===== src/rtl/bsg_fifo_tx_if.sv =====
// Register-bus bundle for bsg_fifo_tx: address/data strobes in, registered read data and ack out.
interface bsg_fifo_tx_if;
  logic [7:0] addr;
  logic [7:0] Data_in;
  logic       wr_en;
  logic       rd_en;
  logic [7:0] Data_out;
  logic       ready;

  modport master (output addr, output Data_in, output wr_en, output rd_en,
                  input  Data_out, input ready);
  modport slave  (input  addr, input  Data_in, input  wr_en, input  rd_en,
                  output Data_out, output ready);
endinterface


===== src/rtl/bsg_fifo_tx.sv =====
// Bus-fed TX FIFO driving optionally Gray-encoded symbols on OUT, each held DIV+1 cycles,
// with a drain interrupt and overflow flag.
module bsg_fifo_tx #(
  parameter int unsigned DEPTH = 8,
  parameter int unsigned SYM_W = 8
) (
  input  logic             SYS_CLK,
  input  logic             SYS_RST,
  bsg_fifo_tx_if.slave     bus,
  output logic [SYM_W-1:0] OUT,
  output logic             BSG_INT
);
  localparam int unsigned AW = (DEPTH > 1) ? $clog2(DEPTH) : 1;
  localparam int unsigned CW = AW + 1;
  localparam logic [7:0] A_CTRL  = 8'h00;
  localparam logic [7:0] A_DATA  = 8'h01;
  localparam logic [7:0] A_DIV   = 8'h02;
  localparam logic [7:0] A_LEVEL = 8'h03;

  typedef enum logic [0:0] {IDLE, SEND} state_e;

  state_e           state_q, state_d;
  logic             txen_q, txen_d, intmsk_q, intmsk_d, intflag_q, intflag_d;
  logic             gray_q, gray_d, ovf_q, ovf_d, ready_q, ready_d;
  logic [7:0]       div_q, div_d, cnt_q, cnt_d, dout_q, dout_d;
  logic [SYM_W-1:0] out_q, out_d;
  logic [AW-1:0]    wptr_q, wptr_d, rptr_q, rptr_d;
  logic [CW-1:0]    count_q, count_d;
  logic [SYM_W-1:0] mem_q [DEPTH];

  logic       empty_c, full_c, pop_c, push_c, push_ok_c, set_int_c;
  logic       wr_c, rd_c, ctrl_wr_c;
  logic [8:0] level9_c;
  logic [7:0] level_c, ctrl_c;

  function automatic logic [SYM_W-1:0] encode(input logic [SYM_W-1:0] b, input logic g);
    return g ? (b ^ (b >> 1)) : b;
  endfunction

  assign empty_c  = (count_q == '0);
  assign full_c   = (count_q == CW'(DEPTH));
  assign level9_c = 9'(count_q);
  assign level_c  = level9_c[8] ? 8'hFF : level9_c[7:0];
  assign ctrl_c   = {ovf_q, empty_c, full_c, gray_q, (state_q == SEND), intflag_q, intmsk_q, txen_q};

  // Symbol sequencer: pops, holds each symbol DIV+1 cycles, raises drain event.
  always_comb begin
    state_d   = state_q;
    out_d     = out_q;
    cnt_d     = cnt_q;
    pop_c     = 1'b0;
    set_int_c = 1'b0;
    case (state_q)
      IDLE: begin
        out_d = '0;
        if (txen_q && !empty_c) begin
          pop_c   = 1'b1;
          out_d   = encode(mem_q[rptr_q], gray_q);
          cnt_d   = div_q;
          state_d = SEND;
        end
      end
      SEND: begin
        if (cnt_q != 8'd0) begin
          cnt_d = cnt_q - 8'd1;
        end else if (txen_q && !empty_c) begin
          pop_c = 1'b1;
          out_d = encode(mem_q[rptr_q], gray_q);
          cnt_d = div_q;
        end else begin
          state_d   = IDLE;
          out_d     = '0;
          set_int_c = empty_c;
        end
      end
      default: state_d = IDLE;
    endcase
  end

  // Register bus, FIFO bookkeeping and flag set/clear; a write beats a same-cycle read.
  always_comb begin
    wr_c      = bus.wr_en;
    rd_c      = bus.rd_en & ~bus.wr_en;
    ctrl_wr_c = wr_c && (bus.addr == A_CTRL);
    push_c    = wr_c && (bus.addr == A_DATA);
    push_ok_c = push_c && (!full_c || pop_c);

    txen_d    = ctrl_wr_c ? bus.Data_in[0] : txen_q;
    intmsk_d  = ctrl_wr_c ? bus.Data_in[1] : intmsk_q;
    gray_d    = ctrl_wr_c ? bus.Data_in[4] : gray_q;
    intflag_d = set_int_c | (intflag_q & ~(ctrl_wr_c & bus.Data_in[2]));
    ovf_d     = (push_c & ~push_ok_c) | (ovf_q & ~(ctrl_wr_c & bus.Data_in[7]));
    div_d     = (wr_c && (bus.addr == A_DIV)) ? bus.Data_in : div_q;

    wptr_d  = push_ok_c ? wptr_q + AW'(1) : wptr_q;
    rptr_d  = pop_c ? rptr_q + AW'(1) : rptr_q;
    count_d = count_q + CW'(push_ok_c) - CW'(pop_c);

    ready_d = bus.wr_en | bus.rd_en;
    dout_d  = dout_q;
    if (rd_c) begin
      case (bus.addr)
        A_CTRL:  dout_d = ctrl_c;
        A_DIV:   dout_d = div_q;
        A_LEVEL: dout_d = level_c;
        default: dout_d = 8'h00;
      endcase
    end
  end

  always_ff @(posedge SYS_CLK) begin
    if (SYS_RST) begin
      state_q   <= IDLE;
      txen_q    <= 1'b0;
      intmsk_q  <= 1'b0;
      intflag_q <= 1'b0;
      gray_q    <= 1'b1;
      ovf_q     <= 1'b0;
      ready_q   <= 1'b0;
      div_q     <= 8'h00;
      cnt_q     <= 8'h00;
      dout_q    <= 8'h00;
      out_q     <= '0;
      wptr_q    <= '0;
      rptr_q    <= '0;
      count_q   <= '0;
    end else begin
      state_q   <= state_d;
      txen_q    <= txen_d;
      intmsk_q  <= intmsk_d;
      intflag_q <= intflag_d;
      gray_q    <= gray_d;
      ovf_q     <= ovf_d;
      ready_q   <= ready_d;
      div_q     <= div_d;
      cnt_q     <= cnt_d;
      dout_q    <= dout_d;
      out_q     <= out_d;
      wptr_q    <= wptr_d;
      rptr_q    <= rptr_d;
      count_q   <= count_d;
    end
  end

  // Storage is flushed by pointer reset, so the array itself carries no reset.
  always_ff @(posedge SYS_CLK) begin
    if (push_ok_c && !SYS_RST) mem_q[wptr_q] <= bus.Data_in[SYM_W-1:0];
  end

  assign OUT          = out_q;
  assign BSG_INT      = intflag_q & intmsk_q;
  assign bus.Data_out = dout_q;
  assign bus.ready    = ready_q;
endmodule


===== src/flat_wrapper.sv =====
// flat-port wrapper written by rule: the top's interface ports become plain ports
module bsg_fifo_tx_flat 
#(
  parameter int unsigned DEPTH = 8,
  parameter int unsigned SYM_W = 8
)
  (SYS_CLK, SYS_RST, OUT, BSG_INT, bus_addr, bus_Data_in, bus_wr_en, bus_rd_en, bus_Data_out, bus_ready);
  bsg_fifo_tx_if bus_i ();
  input  logic SYS_CLK;
  input  logic SYS_RST;
  output logic [SYM_W-1:0] OUT;
  output logic BSG_INT;
  input wire logic [$bits(bus_i.addr)-1:0] bus_addr;
  input wire logic [$bits(bus_i.Data_in)-1:0] bus_Data_in;
  input wire logic [$bits(bus_i.wr_en)-1:0] bus_wr_en;
  input wire logic [$bits(bus_i.rd_en)-1:0] bus_rd_en;
  output wire logic [$bits(bus_i.Data_out)-1:0] bus_Data_out;
  output wire logic [$bits(bus_i.ready)-1:0] bus_ready;
  assign bus_i.addr = bus_addr;
  assign bus_i.Data_in = bus_Data_in;
  assign bus_i.wr_en = bus_wr_en;
  assign bus_i.rd_en = bus_rd_en;
  assign bus_Data_out = bus_i.Data_out;
  assign bus_ready = bus_i.ready;
  bsg_fifo_tx #(.DEPTH(DEPTH), .SYM_W(SYM_W)) u_core (.SYS_CLK(SYS_CLK), .SYS_RST(SYS_RST), .bus(bus_i), .OUT(OUT), .BSG_INT(BSG_INT));
endmodule

===== config.mk =====
export PLATFORM = sky130hd
export DESIGN_NAME = bsg_fifo_tx_flat
export DESIGN_NICKNAME = d
export VERILOG_FILES = /design/src/rtl/bsg_fifo_tx_if.sv /design/src/rtl/bsg_fifo_tx.sv /design/src/flat_wrapper.sv
export SDC_FILE = /design/constraint.sdc
export NUM_CORES = 1
export LEC_CHECK = 0
export ABC_AREA = 1
export BUFFER_PORTS_ARGS = -buffer_cell sky130_fd_sc_hd__buf_4
export CORE_MARGIN = 4
export CORE_UTILIZATION = 24
export DETAILED_ROUTE_END_ITERATION = 7
export SYNTH_ARGS = -nofsm -noshare
export SYNTH_HDL_FRONTEND = slang
export SYNTH_SLANG_ARGS = --single-unit

===== constraint.sdc =====
create_clock -name SYS_CLK -period 2.4 [get_ports SYS_CLK]
set_clock_uncertainty 0.1 [all_clocks]
set_input_delay 0.12 -clock SYS_CLK [delete_from_list [all_inputs] [get_ports SYS_CLK]]
set_output_delay 0.12 -clock SYS_CLK [all_outputs]
set_load 0.05 [all_outputs]

After elaboration in Yosys (flattened, before gate mapping)
Memories as Yosys holds them, arrays and structs flattened. A register that Yosys moved wholly into a read port is not among the register bits.
Index checks and enable logic that the tools add are counted.
{"block": "op_classes", "addsub": 5, "eq_ne": 5, "mux": 20, "bitwise": 16, "reduce_logical": 13}
{"cell": "two-way mux 8 bit", "count": 5}
{"cell": "case mux 8 bit (2 select lines)", "count": 2}
{"cell": "case mux 8 bit (3 select lines)", "count": 1}
{"cell": "== test 8 x 2 -> 1 bit, second input constant", "count": 2}
{"cell": "== test 8 x 1 -> 1 bit, second input constant", "count": 1}
{"cell": "logical NOT 8 bit", "count": 1}
{"cell": "two-way mux 1 bit", "count": 8}
{"cell": "nonzero test 8 bit", "count": 1}
{"cell": "subtractor 8 x 1 -> 8 bit, second input constant", "count": 1}
{"cell": "bitwise XOR 8 x 7 -> 8 bit", "count": 1}
{"cell": "AND 1 bit", "count": 7}
{"cell": "adder 3 x 1 -> 3 bit, second input constant", "count": 2}
{"cell": "logical AND 1 bit", "count": 6}
{"cell": "two-way mux 3 bit", "count": 2}
{"cell": "NOT 1 bit", "count": 5}
{"cell": "adder 4 x 1 -> 4 bit", "count": 1}
{"cell": "== test 4 bit, second input constant", "count": 1}
{"cell": "logical NOT 4 bit", "count": 1}
{"cell": "case mux 1 bit (2 select lines)", "count": 2}
{"cell": "subtractor 4 x 1 -> 4 bit", "count": 1}
{"cell": "logical NOT 1 bit", "count": 3}
{"cell": "OR 1 bit", "count": 3}
{"cell": "!= test 2 bit, second input constant", "count": 1}
{"cell": "logical OR 1 bit", "count": 1}
{"block": "word_totals", "regBits": 49, "ram_bits": 64, "in_bits": 20, "output_inout_bits": 18, "word_cells": 74, "mem_count": 1}
{"memory": "u_core.mem_q", "words": 8, "word_bits": 8, "read_ports": 1, "rd_ports_with_merged_regs": 1, "wr": 1, "line": "bsg_fifo_tx.sv:29", "source": "logic [SYM_W-1:0] mem_q [DEPTH];"}

Longest topological paths before layout
{"block": "logic_depth", "depth_word": 11, "depth_mapped": 17, "ltp_nobuf": 16}

Least setup slack after synthesis
OpenSTA, ideal clock, no wires.
{"block": "synth_timing", "kind": "reg2reg", "startpoint": "register u_core.cnt_q[0]", "endpoint": "register u_core.count_q[2]", "setup_time_ps": 128, "t_arrival_ps": 2134, "required_time_ps": 2172, "setup_slack_ps": 38, "stages_incl_launch_ff": 17, "n_path_buf": 1, "synth_period_minus_slack_ps": 2362, "path_cell_list": "dfxtp_1 -> inv_1 -> ha_1 -> inv_1 -> nor2_1 -> nand2_1 -> nand2_2 -> nand2_2 -> inv_2 -> buf_4 -> ha_1 -> inv_1 -> ha_1 -> inv_1 -> fa_1 -> xor2_1 -> nor2_1"}
{"block": "synth_between", "elab_chain_cells": 7}
{"element": "start: declaration", "line": "bsg_fifo_tx.sv:25", "source": "logic [7:0] div_q, div_d, cnt_q, cnt_d, dout_q, dout_d;"}
{"element": "start signal: assignment", "line": "bsg_fifo_tx.sv:136", "source": "cnt_q <= cnt_d;"}
{"element": "nonzero test 8 bit *", "line": "bsg_fifo_tx.sv:64", "source": "if (cnt_q != 8'd0) begin"}
{"element": "two-way mux 1 bit *", "line": "bsg_fifo_tx.sv:64"}
{"element": "case mux 1 bit (2 select lines) *", "line": "bsg_fifo_tx.sv:53", "source": "case (state_q)"}
{"element": "logical OR 1 bit", "line": "bsg_fifo_tx.sv:86", "source": "push_ok_c = push_c && (!full_c || pop_c);"}
{"element": "logical AND 1 bit", "line": "bsg_fifo_tx.sv:86"}
{"element": "adder 4 x 1 -> 4 bit", "line": "bsg_fifo_tx.sv:97", "source": "count_d = count_q + CW'(push_ok_c) - CW'(pop_c);"}
{"element": "subtractor 4 x 1 -> 4 bit *", "line": "bsg_fifo_tx.sv:97"}
{"element": "end signal: assignment", "line": "bsg_fifo_tx.sv:141", "source": "count_q <= count_d;"}
{"element": "end: declaration", "line": "bsg_fifo_tx.sv:28", "source": "logic [CW-1:0] count_q, count_d;"}
Every way passes the cells marked *; elsewhere a longest branch is shown, timed or not.
A chain may end at the register's enable or synchronous reset.

Worst setup path in the final report
{"block": "layout_timing", "startpoint": "register u_core.count_q[2]", "endpoint": "register u_core.count_q[1]"}
{"block": "layout_between", "elab_chain_cells": 10, "word_cells_on_any_way": 12, "classes_between": "add/sub: 2; eq/ne: 1; mux: 3; reduce/logical: 6"}
{"element": "logical NOT 4 bit", "line": "bsg_fifo_tx.sv:40", "source": "assign empty_c = (count_q == '0);"}
{"element": "logical NOT 1 bit", "line": "bsg_fifo_tx.sv:56, bsg_fifo_tx.sv:66"}
{"element": "logical AND 1 bit", "line": "bsg_fifo_tx.sv:56, bsg_fifo_tx.sv:66"}
{"element": "two-way mux 1 bit", "line": "bsg_fifo_tx.sv:56, bsg_fifo_tx.sv:66"}
{"element": "two-way mux 1 bit", "line": "bsg_fifo_tx.sv:64"}
{"element": "case mux 1 bit (2 select lines)", "line": "bsg_fifo_tx.sv:53"}
{"element": "logical OR 1 bit", "line": "bsg_fifo_tx.sv:86"}
{"element": "logical AND 1 bit", "line": "bsg_fifo_tx.sv:86"}
{"element": "adder 4 x 1 -> 4 bit", "line": "bsg_fifo_tx.sv:97"}
{"element": "subtractor 4 x 1 -> 4 bit *", "line": "bsg_fifo_tx.sv:97"}
Marks and branches as above.

==> impl_summary.txt <==
----------------------------------------------------
[Timing]
  Fmax ... around 0.45 GHz
  Worst max-slew margin expressed relative to the limit ... between 50% and 60%
  Minimum period implied by the final worst setup slack ... between 2 and 2.5 ns
  Setup repair after global routing missed its margin ... no
  Total of endpoints with negative setup slack in the final report ... 0
  Final Max Slew Viols ... 0
  Final worst path period share ... between 90 and 100%
  Slew of the pin with the lowest slew margin ... approximately 0.66 ns
  Fin. Hold Viols ... 0
  Aggregate negative setup slack ... 0 ns

[Clock tree]
  Clock transition at path regs ... roughly 0.050 ns
  Number of H-tree levels ... 4
  Max Root-Sink Buffers ... 2
  Number of buffers created by CTS ... 17
  CTS tree ... done
  Clk Tree Root Cell ... sky130_fd_sc_hd__clkbuf_16
  Insertion delay of the later-clocked pin in the worst-skew pair ... a little over 0.4 ns
  CTS sink cnt ... between 100 and 150

[Power and ir drop]
  Maximum ir drop on the vdd rail ... ~360 uV
  Total design power ... 4.61 mW
  Leak pwr ... a little under 3 nW
  Pwr/cell area ... 674 nW/um^2

[Detailed routing]
  DRC violations left ... 0
  Via-per-instance ratio ... roughly 4.3
  Iter 0 DRT Violations ... ~220
  Overall routed net length ... around 13 mm
  Routed via count ... ~4,300
  Antenna viol nets, final ... 0
  DR pass1 iterations ... 5
  Routed wirelength normalized by instance count ... around 13 um

[Setup path]
  Setup Crit Path Kind ... reg -> reg
  Critical path capture point type ... register
  Most prevalent standard cell on the critical path ... sky130_fd_sc_hd__ha_1
  Crit path largest cell delay ... roughly 0.52 ns
  Startpoint class of the critical path ... register
  CP top delay family ... adder cells
  Slowest library cell on the worst path ... sky130_fd_sc_hd__fa_2
  Number of buffer and inverter instances along the worst setup path ... 4
  Arrival @ worst endpoint ... ~2.4 ns
  CP Data Required Time ... between 2 and 3 ns
  Maximum fanout along the worst path ... 3
  Cells along the critical path ... inv_2, ha_1, nor3b_4, nor2_1, nand2_2, inv_2, ha_1, inv_1, ha_1, inv_1, fa_2, nor2_1

[Yosys]
  Fraction of the yosys area taken by sequential cells ... about 54%
  Register bit count reported by yosys ... about 120
  Cells after synthesis ... approximately 660
  Number of unique standard cell types used by synthesis ... 31
  Warnings, synthesis ... 0
  Proportion of register bits with asynchronous set or reset after synthesis ... 0%
  Mean Syn Cell Area ... a little over 8 sq um
  Biggest area contributors in the synthesized netlist ... sky130_fd_sc_hd__edfxtp_1, sky130_fd_sc_hd__dfxtp_1, sky130_fd_sc_hd__nand2_1
  Fraction of post-synthesis cell area in the top cell type by area ... between 30% and 40%
  Number of nets in the synthesized netlist ... a little under 700
  Leading cell types by count after synthesis ... sky130_fd_sc_hd__nand2_1, sky130_fd_sc_hd__inv_1, sky130_fd_sc_hd__nand3_1
  Most instantiated flip-flop cell in the synthesis netlist ... sky130_fd_sc_hd__edfxtp_1
  Library cell with the largest summed area after synthesis ... sky130_fd_sc_hd__edfxtp_1
  Post-synthesis instance area ... 5470 sq um
  Most used standard cell by instance count after synthesis ... sky130_fd_sc_hd__nand2_1
  EDFF count, synth ... 64

[Outcome]
  Outcome ... complete, no violations

[Place]
  PortBufs ... 37
  Instance count after placement with tap cells included ... 974
  Detail Placement HPWL ... around 8.9 mm
  Gpl congestion ... between 0.8 and 0.9

[Cells and area]
  Fraction of layout instances using a drive strength above 1 ... 15.3%
  Number of antenna diodes ... 0
  Final nets ... approximately 760
  Fill count ... 2,268
  Final Non-Filler Cells ... between 1,000 and 1,500
  Util after Layout ... a little under a third
  Total area of multi-input combinational cells ... just under 2000 sq um
  Area growth from synthesis to layout ... 25.2%
  Area taken by flip-flops and latches ... ~3000 sq um

[Flow run]
  Max_cap viols ... 0

[Die]
  Area of the core ... about 22,000 sq um
  Placement row count ... 54
  Count of pins on the block boundary ... 38
  Die extent in x ... 159 um
  Die Y ... 159 um
  Effective utilization at floorplan ... between 20% and 30%
  Overall die area ... between 20,000 and 30,000 sq um

[Hold path]
  Min-delay worst type ... in -> reg

[Global route]
  Pin count of the biggest net entering global routing ... 33
  Total gr overflow ... 0
  First-pass GRT wire length ... approximately 21 mm
  Total routing resource utilization after global routing ... 10.6%
  Via count of the first global-routing pass ... between 4,000 and 5,000
  Antenna violations before repair ... 0

----------------------------------------------------
[worst register-to-register path: stages (launching register included)]
cell and delay [ns]:
sky130_fd_sc_hd__dfxtp_2 0.33, sky130_fd_sc_hd__inv_2 0.05, sky130_fd_sc_hd__ha_1 0.20, sky130_fd_sc_hd__nor3b_4 0.15, sky130_fd_sc_hd__nor2_1 0.13, sky130_fd_sc_hd__nand2_2 0.08
sky130_fd_sc_hd__inv_2 0.06, sky130_fd_sc_hd__ha_1 0.21, sky130_fd_sc_hd__inv_1 0.05, sky130_fd_sc_hd__ha_1 0.13, sky130_fd_sc_hd__inv_1 0.06, sky130_fd_sc_hd__fa_2 0.52
sky130_fd_sc_hd__nor2_1 0.04
[area by class of cell]
cell class / count / area share, %
Sequential cell: 116 / 43.3
Multi-Input combinational cell: 407 / 28.8
Inverter: 111 / 6.09
Clock inverter: 10 / 1.59
Tap cell: 280 / 5.12
Timing Repair Buffer: 73 / 8.44
Clock buffer: 22 / 6.63
[registers in the layout, summed over array words and instances (netlist names), 3 cells and up, named ones only]
signal	count
u_core.rptr_q	3
u_core.div_q	8
u_core.mem_q	64
u_core.bus.Data_out	8
u_core.OUT	8
u_core.cnt_q	8
u_core.count_q	4
u_core.wptr_q	3
[placed cells by master, fill, tap and decap left out, types with 3 or more instances in the layout]
cell type / netlist / layout
sky130_fd_sc_hd__nand3_1: 92 / 92
sky130_fd_sc_hd__a211oi_1: 6 / 5
sky130_fd_sc_hd__ha_1: 10 / 10
sky130_fd_sc_hd__clkbuf_16: 0 / 17
sky130_fd_sc_hd__nand2_2: 5 / 5
sky130_fd_sc_hd__edfxtp_1: 64 / 64
sky130_fd_sc_hd__buf_4: 1 / 61
sky130_fd_sc_hd__dfxtp_1: 52 / 50
sky130_fd_sc_hd__xor2_1: 4 / 4
sky130_fd_sc_hd__clkbuf_1: 6 / 4
sky130_fd_sc_hd__nand2_1: 175 / 175
sky130_fd_sc_hd__a21oi_1: 33 / 33
sky130_fd_sc_hd__dlygate4sd3_1: 0 / 12
sky130_fd_sc_hd__o21ai_0: 29 / 29
sky130_fd_sc_hd__clkinv_2: 0 / 5
sky130_fd_sc_hd__inv_2: 7 / 8
sky130_fd_sc_hd__nor2_2: 2 / 3
sky130_fd_sc_hd__nor2_1: 38 / 37
sky130_fd_sc_hd__inv_1: 104 / 103
[through the flow]
step                worst slack, ns  hold slack (ns)  instance area, sq um
floorplan                    0.0380            0.119                  5470
global placement              0.180            0.286                  6140
detailed placement            0.119            0.289                  6140
CTS                           0.104           0.0390                  6820
global route                0.00311           0.0611                  6850
finish                        0.156           0.0479                  6850
[where the power goes]
group / internal, mW / leakage [nW] / switching (mW) / total, mW
Combinational: 0.0438 / 1.70 / 0.0674 / 0.111
Sequential: 2.10 / 0.995 / 0.00100 / 2.10
Clock: 1.54 / 0.274 / 0.859 / 2.40
[per-layer routing]
| layer | GRT usage (%) | vias to the layer above | part of all wire, % |
|---|---|---|---|
| li1 | - | 2250 | - |
| met1 | 12.9 | 2010 | 46 |
| met2 | 18.5 | 80 | 50 |
| met3 | 2.67 | 9 | 3.8 |
| met4 | 3.47 | 0 | 1.0 |
| met5 | 0 | - | 0 |
[logic make-up (layout without fill, tap and decap cells)]
logic type | after synthesis | count (layout) | synth area share (%)
buf+inv | 135 | 216 | 10.0
simple gates | 321 | 321 | 25.6
compound gates | 71 | 71 | 6.87
flops | 116 | 116 | 54.2
fa+ha+maj | 11 | 11 | 2.65
xor+xnor | 4 | 4 | 0.641
[timing repair]
item / in CTS / in global routing
setup endpoints to repair: 0 / 2
setup buffers: 0 / 1
hold endpoints to repair: 84 / 0
gates resized for setup: 0 / 7
hold buffers: 12 / 0
[final timing paths]
path              cells after the start                end  slack (ns)               from
setup / recovery                     12  u_core.count_q[1]        0.16  u_core.count_q[2]
hold / removal                        5       u_core.ovf_q        0.05        bus_addr[0]
setup reg to reg                     12  u_core.count_q[1]        0.16  u_core.count_q[2]
hold reg to reg                       2      u_core.OUT[6]        0.36      u_core.OUT[6]
Power figures use the tool's default switching activity.
